### config.mk
export PLATFORM = sky130hd
export DESIGN_NAME = axi_byte_stream_dma
export DESIGN_NICKNAME = d
export VERILOG_FILES = /design/src/rtl/channel_pkg.sv /design/src/rtl/byte_lane_buffer.sv /design/src/rtl/axi_byte_stream_dma.sv
export SDC_FILE = /design/constraint.sdc
export NUM_CORES = 1
export LEC_CHECK = 0
export CORE_MARGIN = 4
export CORE_UTILIZATION = 30
export DETAILED_ROUTE_END_ITERATION = 10
export HOLD_SLACK_MARGIN = 0.08
export RECOVER_POWER = 50
export SLEW_MARGIN = 20
export SYNTH_ARGS = -nofsm -noshare
export SYNTH_HDL_FRONTEND = slang
export SYNTH_HIERARCHICAL = 1
export SYNTH_SLANG_ARGS = --single-unit
### constraint.sdc
create_clock -name aclk -period 4.6 [get_ports aclk]
set_input_delay 0.92 -clock aclk [delete_from_list [all_inputs] [get_ports aclk]]
set_output_delay 0.92 -clock aclk [all_outputs]
set_load 0.02 [all_outputs]
### src/rtl/channel_pkg.sv
// Shared types and constants for the byte-stream DMA: FSM states, AXI response
// codes and the byte-lane geometry of the 64-bit memory word.
package channel_pkg;

    typedef enum logic [2:0] {
        IDLE,
        RD_AR,
        RD_R,
        RD_SERVE,
        WR_FILL,
        WR_AW_W,
        WR_B,
        DONE
    } state_t;

    localparam logic [1:0] AXI_RESP_OKAY   = 2'b00;
    localparam logic [1:0] AXI_RESP_SLVERR = 2'b10;

    localparam int BYTE_LANES = 8;
    localparam int LANE_W     = $clog2(BYTE_LANES);

endpackage

### src/rtl/byte_lane_buffer.sv
// One 64-bit memory word with per-byte strobes: whole-word load from memory,
// single-byte insert from the stream, byte lane readout, and clear.
module byte_lane_buffer
    import channel_pkg::*;
(
    input  logic                    aclk,
    input  logic                    aresetn,
    input  logic                    clear,
    input  logic                    load_word,
    input  logic [8*BYTE_LANES-1:0] word_in,
    input  logic                    put_byte,
    input  logic [LANE_W-1:0]       put_lane,
    input  logic [7:0]              put_data,
    input  logic [LANE_W-1:0]       get_lane,
    output logic [7:0]              get_data,
    output logic [8*BYTE_LANES-1:0] word,
    output logic [BYTE_LANES-1:0]   strb
);

    // Clearing the data as well as the strobes keeps unstrobed wdata lanes at zero.
    always_ff @(posedge aclk) begin
        if (!aresetn || clear) begin
            word <= '0;
            strb <= '0;
        end else if (load_word) begin
            word <= word_in;
            strb <= '0;
        end else if (put_byte) begin
            word[{put_lane, 3'b000} +: 8] <= put_data;
            strb[put_lane]                <= 1'b1;
        end
    end

    assign get_data = word[{get_lane, 3'b000} +: 8];

endmodule

### src/rtl/axi_byte_stream_dma.sv
// Byte-granular mover between byte streams and memory over a 64-bit AXI4-Lite
// style master, issuing at most one single-beat transaction per aligned word.
module axi_byte_stream_dma
    import channel_pkg::*;
#(
    parameter int ADDR_WIDTH  = 32,
    parameter int COUNT_WIDTH = 16
) (
    input  logic                    aclk,
    input  logic                    aresetn,
    input  logic                    start,
    input  logic                    write,
    input  logic [ADDR_WIDTH-1:0]   addr,
    input  logic [COUNT_WIDTH-1:0]  count,
    output logic                    busy,
    output logic                    done,
    output logic                    error,
    input  logic [7:0]              in_tdata,
    input  logic                    in_tvalid,
    output logic                    in_tready,
    output logic [7:0]              out_tdata,
    output logic                    out_tvalid,
    input  logic                    out_tready,
    output logic [ADDR_WIDTH-1:0]   m_axi_araddr,
    output logic                    m_axi_arvalid,
    input  logic                    m_axi_arready,
    input  logic [63:0]             m_axi_rdata,
    input  logic [1:0]              m_axi_rresp,
    input  logic                    m_axi_rvalid,
    output logic                    m_axi_rready,
    output logic [ADDR_WIDTH-1:0]   m_axi_awaddr,
    output logic                    m_axi_awvalid,
    input  logic                    m_axi_awready,
    output logic [63:0]             m_axi_wdata,
    output logic [7:0]              m_axi_wstrb,
    output logic                    m_axi_wvalid,
    input  logic                    m_axi_wready,
    input  logic [1:0]              m_axi_bresp,
    input  logic                    m_axi_bvalid,
    output logic                    m_axi_bready
);

    state_t                 state;
    logic [ADDR_WIDTH-1:0]  cur_addr;
    logic [ADDR_WIDTH-1:0]  axi_addr;
    logic [COUNT_WIDTH-1:0] remaining;
    logic                   err_flag;

    logic [LANE_W-1:0]      lane;
    logic [ADDR_WIDTH-1:0]  next_addr;
    logic [COUNT_WIDTH-1:0] remaining_dec;
    logic                   last_byte;
    logic                   lane_last;
    logic                   buf_clear;
    logic                   buf_load;
    logic                   buf_put;

    function automatic logic [ADDR_WIDTH-1:0] word_align(input logic [ADDR_WIDTH-1:0] a);
        return {a[ADDR_WIDTH-1:LANE_W], {LANE_W{1'b0}}};
    endfunction

    assign lane          = cur_addr[LANE_W-1:0];
    assign next_addr     = cur_addr + ADDR_WIDTH'(1);
    assign remaining_dec = (remaining != '0) ? remaining - COUNT_WIDTH'(1) : remaining;
    assign last_byte     = (remaining == COUNT_WIDTH'(1));
    assign lane_last     = (lane == LANE_W'(BYTE_LANES - 1));

    assign m_axi_araddr  = axi_addr;
    assign m_axi_awaddr  = axi_addr;

    always_comb begin
        buf_clear = 1'b0;
        buf_load  = 1'b0;
        buf_put   = 1'b0;
        case (state)
            IDLE:    buf_clear = start && !done;
            RD_R:    buf_load  = m_axi_rvalid && (m_axi_rresp == AXI_RESP_OKAY);
            WR_FILL: buf_put   = in_tvalid;
            WR_B:    buf_clear = m_axi_bvalid && (m_axi_bresp == AXI_RESP_OKAY) && (remaining != '0);
            default: ;
        endcase
    end

    byte_lane_buffer u_buf (
        .aclk      (aclk),
        .aresetn   (aresetn),
        .clear     (buf_clear),
        .load_word (buf_load),
        .word_in   (m_axi_rdata),
        .put_byte  (buf_put),
        .put_lane  (lane),
        .put_data  (in_tdata),
        .get_lane  (lane),
        .get_data  (out_tdata),
        .word      (m_axi_wdata),
        .strb      (m_axi_wstrb)
    );

    // A high done marks the completion cycle, so start is not accepted then.
    always_ff @(posedge aclk) begin
        if (!aresetn) begin
            state         <= IDLE;
            cur_addr      <= '0;
            axi_addr      <= '0;
            remaining     <= '0;
            err_flag      <= 1'b0;
            busy          <= 1'b0;
            done          <= 1'b0;
            error         <= 1'b0;
            in_tready     <= 1'b0;
            out_tvalid    <= 1'b0;
            m_axi_arvalid <= 1'b0;
            m_axi_rready  <= 1'b0;
            m_axi_awvalid <= 1'b0;
            m_axi_wvalid  <= 1'b0;
            m_axi_bready  <= 1'b0;
        end else begin
            case (state)
                IDLE: begin
                    done  <= 1'b0;
                    error <= 1'b0;
                    if (start && !done) begin
                        cur_addr  <= addr;
                        remaining <= count;
                        err_flag  <= 1'b0;
                        busy      <= 1'b1;
                        if (count == '0) begin
                            state <= DONE;
                        end else if (write) begin
                            in_tready <= 1'b1;
                            state     <= WR_FILL;
                        end else begin
                            axi_addr      <= word_align(addr);
                            m_axi_arvalid <= 1'b1;
                            state         <= RD_AR;
                        end
                    end
                end
                RD_AR: begin
                    if (m_axi_arready) begin
                        m_axi_arvalid <= 1'b0;
                        m_axi_rready  <= 1'b1;
                        state         <= RD_R;
                    end
                end
                RD_R: begin
                    if (m_axi_rvalid) begin
                        m_axi_rready <= 1'b0;
                        if (m_axi_rresp != AXI_RESP_OKAY) begin
                            err_flag <= 1'b1;
                            state    <= DONE;
                        end else begin
                            out_tvalid <= 1'b1;
                            state      <= RD_SERVE;
                        end
                    end
                end
                RD_SERVE: begin
                    if (out_tready) begin
                        cur_addr  <= next_addr;
                        remaining <= remaining_dec;
                        if (last_byte) begin
                            out_tvalid <= 1'b0;
                            state      <= DONE;
                        end else if (lane_last) begin
                            out_tvalid    <= 1'b0;
                            axi_addr      <= word_align(next_addr);
                            m_axi_arvalid <= 1'b1;
                            state         <= RD_AR;
                        end
                    end
                end
                WR_FILL: begin
                    if (in_tvalid) begin
                        cur_addr  <= next_addr;
                        remaining <= remaining_dec;
                        if (last_byte || lane_last) begin
                            in_tready     <= 1'b0;
                            axi_addr      <= word_align(cur_addr);
                            m_axi_awvalid <= 1'b1;
                            m_axi_wvalid  <= 1'b1;
                            state         <= WR_AW_W;
                        end
                    end
                end
                WR_AW_W: begin
                    if (m_axi_awready) m_axi_awvalid <= 1'b0;
                    if (m_axi_wready)  m_axi_wvalid  <= 1'b0;
                    if ((m_axi_awready || !m_axi_awvalid) && (m_axi_wready || !m_axi_wvalid)) begin
                        m_axi_bready <= 1'b1;
                        state        <= WR_B;
                    end
                end
                WR_B: begin
                    if (m_axi_bvalid) begin
                        m_axi_bready <= 1'b0;
                        if (m_axi_bresp != AXI_RESP_OKAY) begin
                            err_flag <= 1'b1;
                            state    <= DONE;
                        end else if (remaining == '0) begin
                            state <= DONE;
                        end else begin
                            in_tready <= 1'b1;
                            state     <= WR_FILL;
                        end
                    end
                end
                DONE: begin
                    busy  <= 1'b0;
                    done  <= 1'b1;
                    error <= err_flag;
                    state <= IDLE;
                end
                default: state <= IDLE;
            endcase
        end
    end

endmodule

# Word-level counts from Yosys, hierarchy flattened
# Cells that the tools add are included.
# W data, S select, Z words.
[op_classes]
magnitude_cmp = 2
n_reduce_logical = 45
eq_ne = 30
n_bitwise = 1
muxes = 87
shifts = 3
addsub = 3
[ops]
columns = ["cell", "n"]
rows = [
  ["$mux W32", 11],
  ["$pmux W32 S3", 2],
  ["$mux W64", 2],
  ["$bwmux W64", 1],
  ["$mux W16", 4],
  ["$shift A8 B8 Y64 const A", 1],
  ["$shiftx A64 B7 Y8", 1],
  ["$shiftx A8 B8 Y64", 1],
  ["$pmux W16 S3", 1],
  ["$ne A2 B2 Y1 const B", 20],
  ["$mux W3", 13],
  ["$mux W1", 37],
  ["$add A32 B1 Y32 const B", 1],
  ["$logic_not A16 Y1", 2],
  ["$reduce_and A9 Y1", 3],
  ["$pmux W3 S8", 1],
  ["$pmux W1 S2", 9],
  ["$eq A16 B1 Y1 const B", 1],
  ["$reduce_bool A16 Y1", 1],
  ["$reduce_bool A2 Y1", 8],
  ["$sub A16 B1 Y16 const B", 1],
  ["$eq A3 B3 Y1 const B", 5],
  ["$reduce_and A4 Y1", 3],
  ["$reduce_bool A3 Y1", 4],
  ["21 further kinds", 38],
]
[totals]
output_inout_bits = 154
in_bits = 135
elab_cells = 188
reg_bits = 166

# Longest topological paths before layout
[logic_depth]
depth_word = 6
ltp_mapped = 11
mapped_depth_nobuf = 9

# Modules after synthesis
# The synthesis kept the hierarchy.
[by_module_without_submodules]
columns = ["mod", "cells_per_inst", "n_inst", "seq_area_each_um2", "area_per_inst_um2"]
rows = [
  ["axi_byte_stream_dma", 848, 1, 1821.7, 6228.5],
  ["byte_lane_buffer", 432, 1, 1441.4, 4091.4],
]

# Worst setup path before layout
# OpenSTA, ideal clock, no wires.
[synth_path]
path_kind = "flip-flop to flip-flop"
from = "reg remaining[11]"
to = "reg u_buf.word[16]"
stages_incl_launch_ff = 10
synth_period_minus_slack_ps = 2874
t_arrival_ps = 2815
setup_slack_ps = 1726
t_required_ps = 4540
path_buffers = 2
setup_ps = 60
path_cell_list = "dfxtp_1 > or3_4 > or4_4 > buf_6 > or2_4 > a31o_2 > or3b_1 > buf_2 > a21oi_1 > a221o_1"
[synth_between]
elab_chain_len = 4
[synth_rtl]
columns = ["item", "line", "rtl"]
rows = [
  ["start, declared", "axi_byte_stream_dma.sv:46", "logic [COUNT_WIDTH-1:0] remaining;"],
  ["start signal, assigned", "axi_byte_stream_dma.sv:124", "remaining <= count;"],
  ["start signal, assigned", "axi_byte_stream_dma.sv:161", "remaining <= remaining_dec;"],
  ["start signal, assigned", "axi_byte_stream_dma.sv:176", "remaining <= remaining_dec;"],
  ["$reduce_bool A16 Y1", "axi_byte_stream_dma.sv:79", "WR_B: buf_clear = m_axi_bvalid && (m_axi_bresp == AXI_RESP_OKAY) && (remaining != '0);"],
  ["$logic_and A1 B1 Y1", "axi_byte_stream_dma.sv:79", ""],
  ["$pmux W1 S2", "axi_byte_stream_dma.sv:75", "case (state)"],
  ["net buf_clear", "axi_byte_stream_dma.sv:54", "logic buf_clear;"],
  ["$logic_or A1 B1 Y1", "byte_lane_buffer.sv:22", "if (!aresetn || clear) begin"],
  ["end signal, assigned", "byte_lane_buffer.sv:26", "word <= word_in;"],
  ["end signal, assigned by index", "byte_lane_buffer.sv:29", "word[{put_lane, 3'b000} +: 8] <= put_data;"],
  ["end, declared", "byte_lane_buffer.sv:16", "output logic [8*BYTE_LANES-1:0] word,"],
]
# The timed path passes the listed nets, and every way through them passes these cells.
# A chain may end at the register's enable or synchronous reset.

# Final worst setup path
[layout_path]
from = "in aresetn"
to = "reg cur_addr[22]"
[layout_lines]
columns = ["item", "line", "rtl"]
rows = [
  ["start, declared", "axi_byte_stream_dma.sv:10", "input logic aresetn,"],
  ["end signal, assigned", "axi_byte_stream_dma.sv:123", "cur_addr <= addr;"],
  ["end signal, assigned", "axi_byte_stream_dma.sv:160", "cur_addr <= next_addr;"],
  ["end signal, assigned", "axi_byte_stream_dma.sv:175", "cur_addr <= next_addr;"],
  ["end, declared", "axi_byte_stream_dma.sv:44", "logic [ADDR_WIDTH-1:0] cur_addr;"],
]
# No word-level cell between the ends.

==> impl_metrics.py <==
metrics = {
    "logic_synthesis": {
        "syn_avg_cell_area_um2": 8.06,
        "synth_top_family_by_area": "compound AO/OA/AOI/OAI gates",
        "synth_xor_xnor_area_share_pct": 0.339,
        "async_flop_share_pct": 0,
        "ys_top_cells_by_count": "dfxtp_1 (163), nor2_1 (108), nand2_1 (100), o21ai_0 (100), a21oi_1 (86)",
        "yosys.area.top_type": "dfxtp_1",
        "synth_mux_area_share_pct": 4.57,
        "netlist_area_um2": 10300,
        "synth_edf_count": 0,
        "ys_top_cells_by_area": "dfxtp_1 (32%), o21ai_0 (4.8%), a21oi_1 (4.2%)",
        "yosys_warnings": 6,
        "synth_most_common_cell": "dfxtp_1",
        "yosys.area.top_type_share_pct": 31.6,
        "synth_seq_cells": 163,
        "synthAdderAreaFrac_pct": 1.21,
        "synth_compound_area_share_pct": 30.2,
        "seq_area_frac_synth_pct": 31.6,
        "ys_types": 95,
        "synthCells": 1280,
        "synth_top_flop_cell": "dfxtp_1",
        "synthSimpleGateAreaFrac_pct": 23.0,
    },
    "timing": {
        "relSlewSlack_pct": -12.9,
        "hold_violations": 0,
        "timing.final.crit_period_ps": 4040,
        "setup_slack_ps": 562,
        "fin_skew_ps": 15.8,
        "tns_ps": 0,
        "rsz0062_at_grt": "no",
        "slew_violations": 46,
        "fin_crit_sh_pct": 87.8,
        "setup_viol": 0,
        "tightestPinTransition_ps": 1690,
        "timing.fmax_mhz": 248,
    },
    "detailed_routing": {
        "via_per_inst": 6.00,
        "drt_pass1_iterations": 5,
        "met2_length_um": 20300,
        "highest_layer": "met5",
        "vias": 11493,
        "antenna_left": 0,
        "wl_um": 43800,
        "post_drt_wl_per_cell_um": 22.8,
        "first_iter_violations": 1340,
        "wl_met1_um": 17900,
        "met3_length_um": 4220,
        "drc": 0,
    },
    "cells_and_area": {
        "fin_nets": 1601,
        "area_growth_pct": 34.0,
        "drive_gt1_share_pct": 9.67,
    },
    "clock_tree": {
        "numCtsBuffers": 17,
        "postCtsSetupBuffers": 0,
        "clkLatencyLatePin_ps": 450,
        "postCtsHoldBufs": 0,
        "cts-resized-gates": 0,
        "cts_tree": "built",
        "htreeDepth": 4,
        "cts_root_buffer": "clkbuf_16",
        "cts.sinks": 163,
        "cts_buffer_depth": 2,
        "clk_pin_slew_ps": 70,
    },
    "power": {
        "p_sw_share_pct": 45.6,
        "intPower_mw": 4.15,
        "p_sw_mw": 3.48,
        "power.leakage_nw": 5.10,
        "vdd_ir_drop_max_mv": 0.271,
        "clkPwrFrac_pct": 22.0,
        "power.density_nw_per_um2": 551,
        "p_seq_share_pct": 28.2,
        "p_comb_share_pct": 49.8,
    },
    "worst_setup_path": {
        "end_kind": "flip-flop",
        "critPathKind": "in -> reg",
        "required_ps": 4890,
        "path_max_fanout": 45,
        "startpoint_type": "input port",
        "critPathArrivalTime_ps": 4330,
    },
    "floorplanning": {
        "die_h_um": 193,
        "die_w_um": 193,
        "row_count": 67,
        "start_util_pct": 30.6,
        "dieArea_um2": 37400,
        "ios": 289,
        "core_area_um2": 33700,
    },
    "place": {
        "place_congestion": 0.931,
        "hpwl_um": 31900,
        "io_buffers": 282,
        "place_ws_ps": 950,
    },
    "grt": {
        "grt_overflow": 0,
        "grt_start_max_net_pins": 55,
        "grt_pass1_wl_um": 66200,
        "antenna_found_initial": 1,
        "grtUsageTotal_pct": 22.2,
        "grt_pass1_vias": 10650,
    },
    "run_status": {
        "violations": "max-capacitance violations, max-slew violations",
        "status": "finished with violations",
    },
    "hold_path": {
        "hold_path.class": "reg -> reg",
    },
    "run": {
        "drv_cap": 1,
    },
}
layout make-up:
cell class,instances,area (um^2)
clock buffer,19,443
clock inverter,12,229
inverter,22,82.6
fill,3382,19900
tap,448,561
sequential,163,3270
timing repair buffer,313,3060
multi-input combinational,939,6180
antenna,1,2.50
registers in the layout, summed over array words and instances, names as in the netlist:
| name | count |
|---|---|
| busy | 1 |
| cur_addr | 32 |
| done | 1 |
| err_flag | 1 |
| error | 1 |
| in_tready | 1 |
| m_axi_araddr | 29 |
| m_axi_arvalid | 1 |
| m_axi_awvalid | 1 |
| m_axi_bready | 1 |
| m_axi_rready | 1 |
| m_axi_wvalid | 1 |
| out_tvalid | 1 |
| remaining | 16 |
| state | 3 |
| u_buf/strb | 8 |
| u_buf/word | 64 |
power groups by stage:
stage	sequential, mW	clock, mW	combinational, mW
after floorplan	2.12	0	2.63
after global placement	2.18	0	3.78
after detailed placement	2.19	0	3.81
after CTS	2.16	1.70	3.84
after global routing	2.21	1.75	4.09
final	2.15	1.68	3.80
cells in the final DEF, fill, tap and decap left out, types with 30 or more instances in the layout:
| cell type | synthesis | layout |
|---|---|---|
| dfxtp_1 | 163 | 161 |
| clkdlybuf4s50_1 | 0 | 141 |
| dlygate4sd3_1 | 0 | 141 |
| nor2_1 | 108 | 108 |
| nand2_1 | 100 | 100 |
| o21ai_0 | 100 | 100 |
| a21oi_1 | 86 | 85 |
| nand3_1 | 49 | 49 |
| and3_1 | 32 | 32 |
| a211oi_1 | 32 | 32 |
| a221oi_1 | 30 | 30 |
layer usage:
layer	vias up	GRT usage, %
li1	5245	-
met1	5480	29.0
met2	686	36.1
met3	80	5.03
met4	2	7.76
met5	-	0
kinds of logic after synthesis:
| group | count (synthesis) |
|---|---|
| muxes | 26 |
| adders and majority gates | 10 |
| other | 1 |
| AOI/OAI and AO/OA | 454 |
| buffers and inverters | 183 |
| and+or+nand+nor | 439 |
| xor gates and xnor gates | 4 |
| DFF | 163 |
path summary, 6_finish.rpt:
path                                   start  slack (ps)        endpoint  cells past startpoint
worst max register to register  remaining[0]         920  u_buf/word[20]                      9
worst max-delay path                 aresetn         560    cur_addr[22]                      5
worst min register to register          busy         470            busy                      2
worst min-delay path                    busy         470            busy                      2
worst max-delay path: stages:
cell and delay, ps:
dlygate4sd3_1 610, buf_4 280, inv_1 1250, clkbuf_1 1040, o32ai_1 180
metrics by stage:
| step | hold WS, ps | power, mW | utilization [%] | instances | area [um^2] |
|---|---|---|---|---|---|
| finish | 468 | 7.62 | 41.0 | 1917 | 13800 |
| global route | 502 | 8.05 | 41.0 | 1916 | 13800 |
| CTS | 477 | 7.70 | 41.1 | 1916 | 13800 |
| detailed placement | 465 | 6.00 | 39.1 | 1885 | 13200 |
| global placement | 464 | 5.96 | 39.1 | 1885 | 13200 |
| floorplan | 462 | 4.75 | - | 1285 | 10300 |
Note: power is estimated with default switching activity, not from simulation.
